`config.mk`:
```
export PLATFORM = sky130hd
export DESIGN_NAME = nibble_serial_subtractor
export DESIGN_NICKNAME = d
export VERILOG_FILES = /design/src/rtl/nibble_serial_subtractor_pkg.sv /design/src/rtl/nibble_sub4.sv /design/src/rtl/nibble_serial_subtractor.sv
export SDC_FILE = /design/constraint.sdc
export NUM_CORES = 1
export LEC_CHECK = 0
export ABC_AREA = 1
export CAP_MARGIN = 20
export CORE_MARGIN = 4
export CORE_UTILIZATION = 45
export DETAILED_ROUTE_END_ITERATION = 12
export PLACE_DENSITY = 0.75
export SETUP_SLACK_MARGIN = 0.1
export SLEW_MARGIN = 20
export SYNTH_ARGS = -nofsm -noshare
export SYNTH_HDL_FRONTEND = slang
export SYNTH_HIERARCHICAL = 1
export SYNTH_SLANG_ARGS = --single-unit
```
`constraint.sdc`:
```
create_clock -name clk -period 1.3 [get_ports clk]
set_input_delay 0.195 -clock clk [delete_from_list [all_inputs] [get_ports clk]]
set_output_delay 0.195 -clock clk [all_outputs]
set_load 0.02 [all_outputs]
```
`src/rtl/nibble_serial_subtractor_pkg.sv`:
```
// Shared constants and types for the nibble-serial subtractor.
// Nibble width, FSM states and an index-width helper.
package nibble_serial_subtractor_pkg;

  localparam int NIBBLE_W = 4;

  typedef enum logic [1:0] {
    IDLE,
    RUN,
    DONE
  } state_t;

  // A single-nibble datapath still needs a one-bit index.
  function automatic int idx_w(input int n);
    return (n > 1) ? $clog2(n) : 1;
  endfunction

endpackage

```
`src/rtl/nibble_sub4.sv`:
```
// Combinational 4-bit borrow-lookahead subtractor.
// Computes a + ~b + ~bin; carry-out inverted gives borrow-out.
module nibble_sub4 (
  input  logic [3:0] a,
  input  logic [3:0] b,
  input  logic       bin,
  output logic [3:0] d,
  output logic       bout
);

  logic [3:0] g;
  logic [3:0] p;
  logic [4:0] c;

  assign g = a & ~b;
  assign p = ~(a ^ b);

  assign c[0] = ~bin;
  assign c[1] = g[0] | (p[0] & c[0]);
  assign c[2] = g[1] | (p[1] & g[0])
              | (p[1] & p[0] & c[0]);
  assign c[3] = g[2] | (p[2] & g[1])
              | (p[2] & p[1] & g[0])
              | (p[2] & p[1] & p[0] & c[0]);
  assign c[4] = g[3] | (p[3] & g[2])
              | (p[3] & p[2] & g[1])
              | (p[3] & p[2] & p[1] & g[0])
              | (p[3] & p[2] & p[1] & p[0] & c[0]);

  assign d    = p ^ c[3:0];
  assign bout = ~c[4];

endmodule

```
`src/rtl/nibble_serial_subtractor.sv`:
```
// Multi-cycle a - b - bin, one nibble per clock, LSB first.
// Borrow ripples between nibbles through a flop.
module nibble_serial_subtractor
  import nibble_serial_subtractor_pkg::*;
#(
  parameter int WIDTH = 16
) (
  input  logic             clk,
  input  logic             rst,
  input  logic             in_valid,
  output logic             in_ready,
  input  logic [WIDTH-1:0] a,
  input  logic [WIDTH-1:0] b,
  input  logic             bin,
  output logic             out_valid,
  input  logic             out_ready,
  output logic [WIDTH-1:0] diff,
  output logic             bout,
  output logic             ovf
);

  localparam int N  = WIDTH / NIBBLE_W;
  localparam int IW = idx_w(N);
  localparam logic [IW-1:0] LAST = IW'(N - 1);

  if ((WIDTH % NIBBLE_W) != 0 || WIDTH < NIBBLE_W) begin : g_chk
    $error("WIDTH must be a multiple of 4 and >= 4");
  end

  state_t          state;
  state_t          state_nx;
  logic [WIDTH-1:0] a_sh;
  logic [WIDTH-1:0] b_sh;
  logic [WIDTH-1:0] res;
  logic [WIDTH-1:0] d_ext;
  logic [IW-1:0]   idx;
  logic            brw;
  logic            a_msb;
  logic            b_msb;
  logic [3:0]      nd;
  logic            nb;
  logic            accept;

  nibble_sub4 u_sub (
    .a    (a_sh[3:0]),
    .b    (b_sh[3:0]),
    .bin  (brw),
    .d    (nd),
    .bout (nb)
  );

  assign accept = in_valid & in_ready;
  assign d_ext  = WIDTH'(nd);

  always_comb begin
    state_nx = state;
    unique case (state)
      IDLE: if (in_valid)    state_nx = RUN;
      RUN:  if (idx == LAST) state_nx = DONE;
      DONE: if (out_ready)   state_nx = IDLE;
      default:               state_nx = IDLE;
    endcase
  end

  always_ff @(posedge clk) begin
    if (rst) begin
      state <= IDLE;
      a_sh  <= '0;
      b_sh  <= '0;
      res   <= '0;
      idx   <= '0;
      brw   <= 1'b0;
      a_msb <= 1'b0;
      b_msb <= 1'b0;
    end else begin
      state <= state_nx;
      if (accept) begin
        a_sh  <= a;
        b_sh  <= b;
        brw   <= bin;
        idx   <= '0;
        a_msb <= a[WIDTH-1];
        b_msb <= b[WIDTH-1];
      end else if (state == RUN) begin
        // New nibble enters at the top; nibble 0 lands at the bottom.
        a_sh <= a_sh >> NIBBLE_W;
        b_sh <= b_sh >> NIBBLE_W;
        res  <= (res >> NIBBLE_W)
              | (d_ext << (WIDTH - NIBBLE_W));
        brw  <= nb;
        idx  <= idx + 1'b1;
      end
    end
  end

  assign in_ready  = (state == IDLE);
  assign out_valid = (state == DONE);
  assign diff      = res;
  assign bout      = brw;
  assign ovf       = (a_msb ^ b_msb) & (a_msb ^ res[WIDTH-1]);

endmodule
```
==> summary.txt <==
Synthesis
  • Synth Cell Area: roughly 2600 µm²
  • Top cells by area, synth: dfxtp_1 43%, nand2_1 15%, nor2_1 13%
  • #FFs+latches synth: 55
  • Post-synthesis net count: approximately 440
  • Yosys top cell area share: 42.7%
  • Synthesis warning total: 6
  • Distinct cells, synth: 25
  • Sequential share of the synthesized area: a little over two fifths
  • Post-Synthesis Cells: 394
  • Synth area leader: dfxtp_1
  • Syn_area_per_cell: approximately 6.5 µm²

Die
  • Core area: 5540 µm²
  • Die H: ~84 µm
  • Io pins: 57
  • Row cnt: 27
  • Initial Util: between 40% and 50%
  • Die area: 7000 µm²
  • Chip Width: 83.7 µm

GRT
  • Largest net degree at the start of global routing: 26
  • Total Routing Usage GR: 20.8%
  • First-pass GRT wire length: 12.2 mm
  • Initial antenna violation count: 0
  • Number of global-route vias before repair: around 2700
  • Total congestion overflow: 0

STA
  • Final critical-path share of the clock period: 113%
  • Worst clock skew: between 0.004 and 0.005 ns
  • Final Hold Fails: 0
  • Setup WS post-layout: -0.167 ns
  • Final setup fails: 28
  • Max Freq: just under 0.7 GHz
  • Max Slew Vio Count: 0
  • Fin crit period: around 1.5 ns
  • Fin Hold WS: 0.439 ns
  • RSZ-0062 raised after global routing: true
  • Max_slew headroom: around two thirds
  • Least-Margin Pin Slew: 0.487 ns

Place
  • RePlAce Congestion: between 0.7 and 0.8
  • DP Area: around 3400 µm²
  • # placed instances: about 530
  • IO Port Bufs: 56
  • Dpl hpwl: between 4 and 5 mm

Worst setup path
  • Worst path bufs/invs: 3
  • Stages on the worst setup path: 5
  • Critical Path End Type: output port
  • Slowest Stage Delay on Critical Path: around 0.33 ns
  • Worst path top cell family by delay: compound AO/OA/AOI/OAI gates
  • Worst reg2reg path startpoint: b_sh[2]$_SDFFE_PP0P_
  • CP startpoint: b_msb$_SDFFE_PP0P_
  • Setup crit end: ovf
  • Critical-path cell list: inv_1 > o21ai_0 > o21ai_0 > inv_1 > buf_4
  • R2r setup slk: -0.13 ns
  • Critical Path Fanout Max: 2
  • Startpoint types: register
  • Critical Path RT: 1.11 ns
  • Slowest CP cell: dfxtp_2
  • Arr. time, crit path: 1.27 ns
  • Reg-to-Reg End: diff[15]$_SDFFE_PP0P_
  • R2R depth: 8
  • CP Class: reg2out

Cells and area
  • # diodes: 0
  • Post-route cell area: between 4000 and 5000 µm²
  • Final Util: between 70% and 80%
  • Area grow syn2layout: 69.1%
  • Footprint of the multi-input gates: between 1500 and 2000 µm²
  • Register area: around 1100 µm²
  • Final layout net count: 530
  • Filler cells: about 310
  • Final std cells w/o fill: between 500 and 600
  • Share of layout cells above drive strength 1: around two fifths

Clocking
  • H-tree level count: 2
  • Worst skew pair latency: roughly 0.31 ns
  • Clock slew at reported path FFs: around 0.10 ns
  • Inserted Clock Buffers: 5
  • Clock sinks: 55
  • CTS tree: yes
  • Hold_buf cts: 0
  • Root Driver: clkbuf_8
  • CTS max path bufs: 2

Route
  • Avg WL per Cell: about 17 µm
  • Top sig layer: met4
  • Final WL: about 10 mm
  • DRT iter0 DRCs: 266
  • Via Count: just over 3000
  • Drt pass-1 iters: 5
  • WL met1: 3.72 mm
  • Vias/cell: 5.41
  • Drc violations: 0
  • Met2 wire length: 4.73 mm
  • Met3 routed wirelength: about 640 µm
  • Antenna violation net count after detailed routing: 0

Hold path
  • Worst hold path startpoint: b[12]
  • Hold Path Stages: 3
  • Worst min path class: in2reg

Run status
  • Status: complete, but fails checks
  • Violations in the final reports: setup timing

Power and ir drop
  • Peak supply drop: 0.623 mV
  • Leak: roughly 2.1 nW
  • PwrDens: 1090 nW/µm²

Job
  • Max Cap Violations: 0
## flip-flops by register name, summed over array words and instances, names as in the netlist
name	count
a_msb	1
a_sh	16
state	2
idx	2
b_msb	1
b_sh	16
diff	16
bout	1
## cells in the final DEF, fill, tap and decap left out, types with 4 or more instances in the layout
master	n
nand2_1	78
nor2_1	70
dfxtp_1	43
clkdlybuf4s50_1	35
inv_1	31
buf_6	22
nand3_1	19
nand2_2	17
buf_4	14
clkbuf_2	13
o21ai_0	12
nand3_2	12
nor2_2	12
nand2_4	10
nor2_4	9
inv_2	9
dfxtp_2	9
a21oi_2	8
buf_12	8
o21ai_2	6
clkbuf_8	5
o21ai_1	4
ha_4	4
## per-layer routing
metal	global-route usage, %	vias up
met1	24.1	1378
li1	-	1391
met3	3.46	65
met5	0	-
met2	37.6	197
met4	8.48	0
## power breakdown
group | switching (mW) | leakage [nW] | internal (mW)
registers | 0.115 | 0.458 | 1.81
clock network | 0.582 | 0.0654 | 0.770
logic | 0.752 | 1.62 | 0.724
total | 1.45 | 2.14 | 3.30
## Yosys cell counts
cell type  instances
clkinv_1           1
fa_1               1
buf_1              2
nand3_1           33
xnor2_1            1
o21a_1             1
o21ai_0           22
a21oi_1            9
or2_0              1
o21ai_2            1
inv_2              1
dfxtp_1           55
ha_1               5
buf_2              9
xor2_1             1
clkbuf_1           7
nand4_1            1
nor2_4             1
nor2_1            89
inv_1             41
nor2_2             1
nand2_2            1
buf_4              3
a21oi_2            1
nand2_1          106
## how the worst min path moves through the flow
| stage | to | slack [ns] |
|---|---|---|
| after global routing | a_sh[13]$_SDFFE_PP0P_ | 0.44 |
| after detailed placement | b_sh[13]$_SDFFE_PP0P_ | 0.45 |
| after floorplan | a_sh[12]$_SDFFE_PP0P_ | 0.34 |
| final | b_sh[12]$_SDFFE_PP0P_ | 0.44 |
| after global placement | b_sh[13]$_SDFFE_PP0P_ | 0.45 |
| after CTS | b_sh[13]$_SDFFE_PP0P_ | 0.44 |
## cell families (layout without fill, tap and decap cells)
group,Yosys count,count (layout),share of synthesized area [%]
AOI/OAI and AO/OA,34,34,6.99
xor gates and xnor gates,2,2,0.680
adders and majority gates,6,6,3.20
buffers and inverters,64,158,10.2
DFF,55,55,42.7
and+or+nand+nor,233,233,36.2
## tightest hold or removal path, cell delays in order
cell and delay, ns:
clkdlybuf4s50_1 0.41, nand2_2 0.07, a21oi_2 0.04
## cell type report
cell class / count / area share, %
clock buffers: 6 / 1.66
clock inverters: 2 / 1.38
inverters: 43 / 3.93
multi-input cells: 275 / 37.9
flip-flops and latches: 55 / 25.8
well taps: 72 / 2.07
repair buffers: 107 / 27.3
## repair_timing
item,4_1_cts,5_1_grt
endpoints found under the setup margin,53,74
resized for setup,106,121
gates cloned,5,4
pin swaps,37,48
buffers inserted,11,7
## metrics by stage
step | total power, mW | TNS (ns) | setup WS (ns)
2_1_floorplan | 2.47 | 0 | 0.0257
5_1_grt | 4.93 | -3.97 | -0.220
6_report | 4.75 | -1.43 | -0.167
3_3_place_gp | 2.87 | -1.48 | -0.0909
4_1_cts | 4.39 | -0.0326 | -0.0229
3_5_place_dp | 2.89 | -2.66 | -0.112
No activity file was read; power rests on OpenSTA's default activity.
==> variant, RTL diff (same flow settings) <==
Re-encode `state_t` (3 states) as one-hot, 3 bits wide.
--- a/src/rtl/nibble_serial_subtractor_pkg.sv
+++ b/src/rtl/nibble_serial_subtractor_pkg.sv
@@ -5,8 +5,8 @@
   localparam int NIBBLE_W = 4;
 
-  typedef enum logic [1:0] {
-    IDLE,
-    RUN,
-    DONE
+  typedef enum logic [2:0] {
+    IDLE = 3'b001,
+    RUN  = 3'b010,
+    DONE = 3'b100
   } state_t;
 
Function: no difference found for any inputs over 10 cycles, from zero or initial values and one cycle with rst high; not proved beyond that.
==> variant against the original RTL <==
- the run still ends with negative setup slack left
- die area up 5.4%
- utilization is 1.2 points higher
- combinational power increased by 79%
- design area rose by 8.5%
- routed wire length increased by 6.2%
- worst setup slack better by 0.0048 ns
- sequential share of layout area is 1.3 points lower
- sequential cell count is 1 higher
- area after synthesis rose by 6.0%
- power up 24%
==> variant: results (changes against the original RTL) <==
| Metric | Value |
|---|---|
| Final worst slack | -0.1618 ns (+0.004814 ns) |
| Clock network area share | 2.091% (-0.95 points) |
| Final-layout clock buffer total | 5 (-1) |
| Max VDD drop | 0.7580 mV (+22%) |
| Fillers | 337 (+8.4%) |
| Area Overhead vs Synth | 73.03% |
| Dpl cell area | 3588 um2 (+5.2%) |
| Fin Setup TNS | -3.124 ns (-1.691 ns) |
| GRT Resource Usage Total | 24.30% (+3.5 points) |
| LEAKAGE | 1.997 nW (-6.7%) |
| Status | finished, violations left |
| Most instantiated cells after synthesis | nand2_1, dfxtp_1, a21oi_1 |
| Vias per cell | 5.698 (+5.3%) |
| Reg2Reg Depth | 9 (+1) |
| Global-route wire length before repair | 14.19 mm (+17%) |
| Reg area | 1157 um2 (+3.0%) |
| Inverters | 38 (-12%) |
| Multi-input logic cell count | 272 (-1.1%) |
| Failing checks | negative setup slack |
| Finish-stage setup viols | 51 (+82%) |
| Area of the multi-input gates | 1967 um2 (+19%) |
| First-iteration detailed-routing DRC count | 297 (+12%) |
| Vias in the first global route | 3038 (+15%) |
| Synth Area in Adders | 3.022% (-0.18 points) |
| Sequential share of the synthesized area | 41.03% (-1.7 points) |
| Synth unique cells | 26 (+4.0%) |
| Critical path class | reg2reg |
| NonClk Buf Share | 26.30% (-1.0 points) |
| Net Count, Synth | 435 (-0.46%) |
| TritonRoute pass-1 iters | 6 (+1) |
| Layout cells sized above 1 | 47.84% (+9.7 points) |
| Die area | 7383 um2 (+5.4%) |
| Worst Setup EP | diff[15] |
| Total clock sinks | 56 (+1.8%) |
| RD Place Congestion | 0.8515 (+10%) |
variant: changes by cell type after synthesis, sizes merged, moves of 4 or more:
| cell | delta |
|---|---|
| a21oi | +37 |
| buf | +8 |
| inv | -4 |
| nand2 | -4 |
| nand3 | -4 |
| nand4 | +33 |
| nor2 | -62 |
| o21ai | -6 |
variant: critical path, stage by stage, from the launching register on:
cell,delay [ns]
dfxtp_2,0.36
inv_2,0.05
ha_4,0.23
or2_0,0.21
nand2_1,0.11
nand2_1,0.07
nand2_1,0.06
nand2_1,0.07
o21ai_1,0.15
a21oi_1,0.06
variant: worst min path at each step:
stage                 start       end  slack (ns)  cells past startpoint
CTS                   a[12]  a_sh[12]        0.43                      3
global placement    diff[2]   diff[2]        0.45                      2
detailed placement  diff[3]   diff[3]        0.46                      2
finish                a[12]  a_sh[12]        0.42                      3
floorplan             a[12]  a_sh[12]        0.34                      2
global route          a[12]  a_sh[12]        0.46                      3
variant: routing by layer:
metal | wire length, um | track usage [%] | vias up
li1 | - | - | 1488
met1 | 3947 | 28.74 | 1504
met2 | 5145 | 41.63 | 156
met3 | 712 | 4.611 | 43
met4 | 511 | 12.37 | 0
met5 | 0 | 0 | -
variant: report_power, final:
group | total, mW | switching, mW | internal [mW]
logic | 2.65 | 1.40 | 1.24
clock network | 1.11 | 0.559 | 0.554
registers | 2.14 | 0.220 | 1.92
total | 5.90 | 2.18 | 3.72
variant: logic make-up after synthesis:
group | after synthesis
adders and majority gates | 6
and+or+nand+nor | 199
buffers and inverters | 65
AOI/OAI and AO/OA | 64
DFF | 56
xor gates and xnor gates | 2
variant: timing repair:
item / CTS / global route
buffers inserted: 12 / 6
setup endpoints to repair: 75 / 75
gates cloned: 8 / 1
pin swaps: 28 / 29
gates resized for setup: 174 / 129
endpoints found under the hold margin: 0 / 0
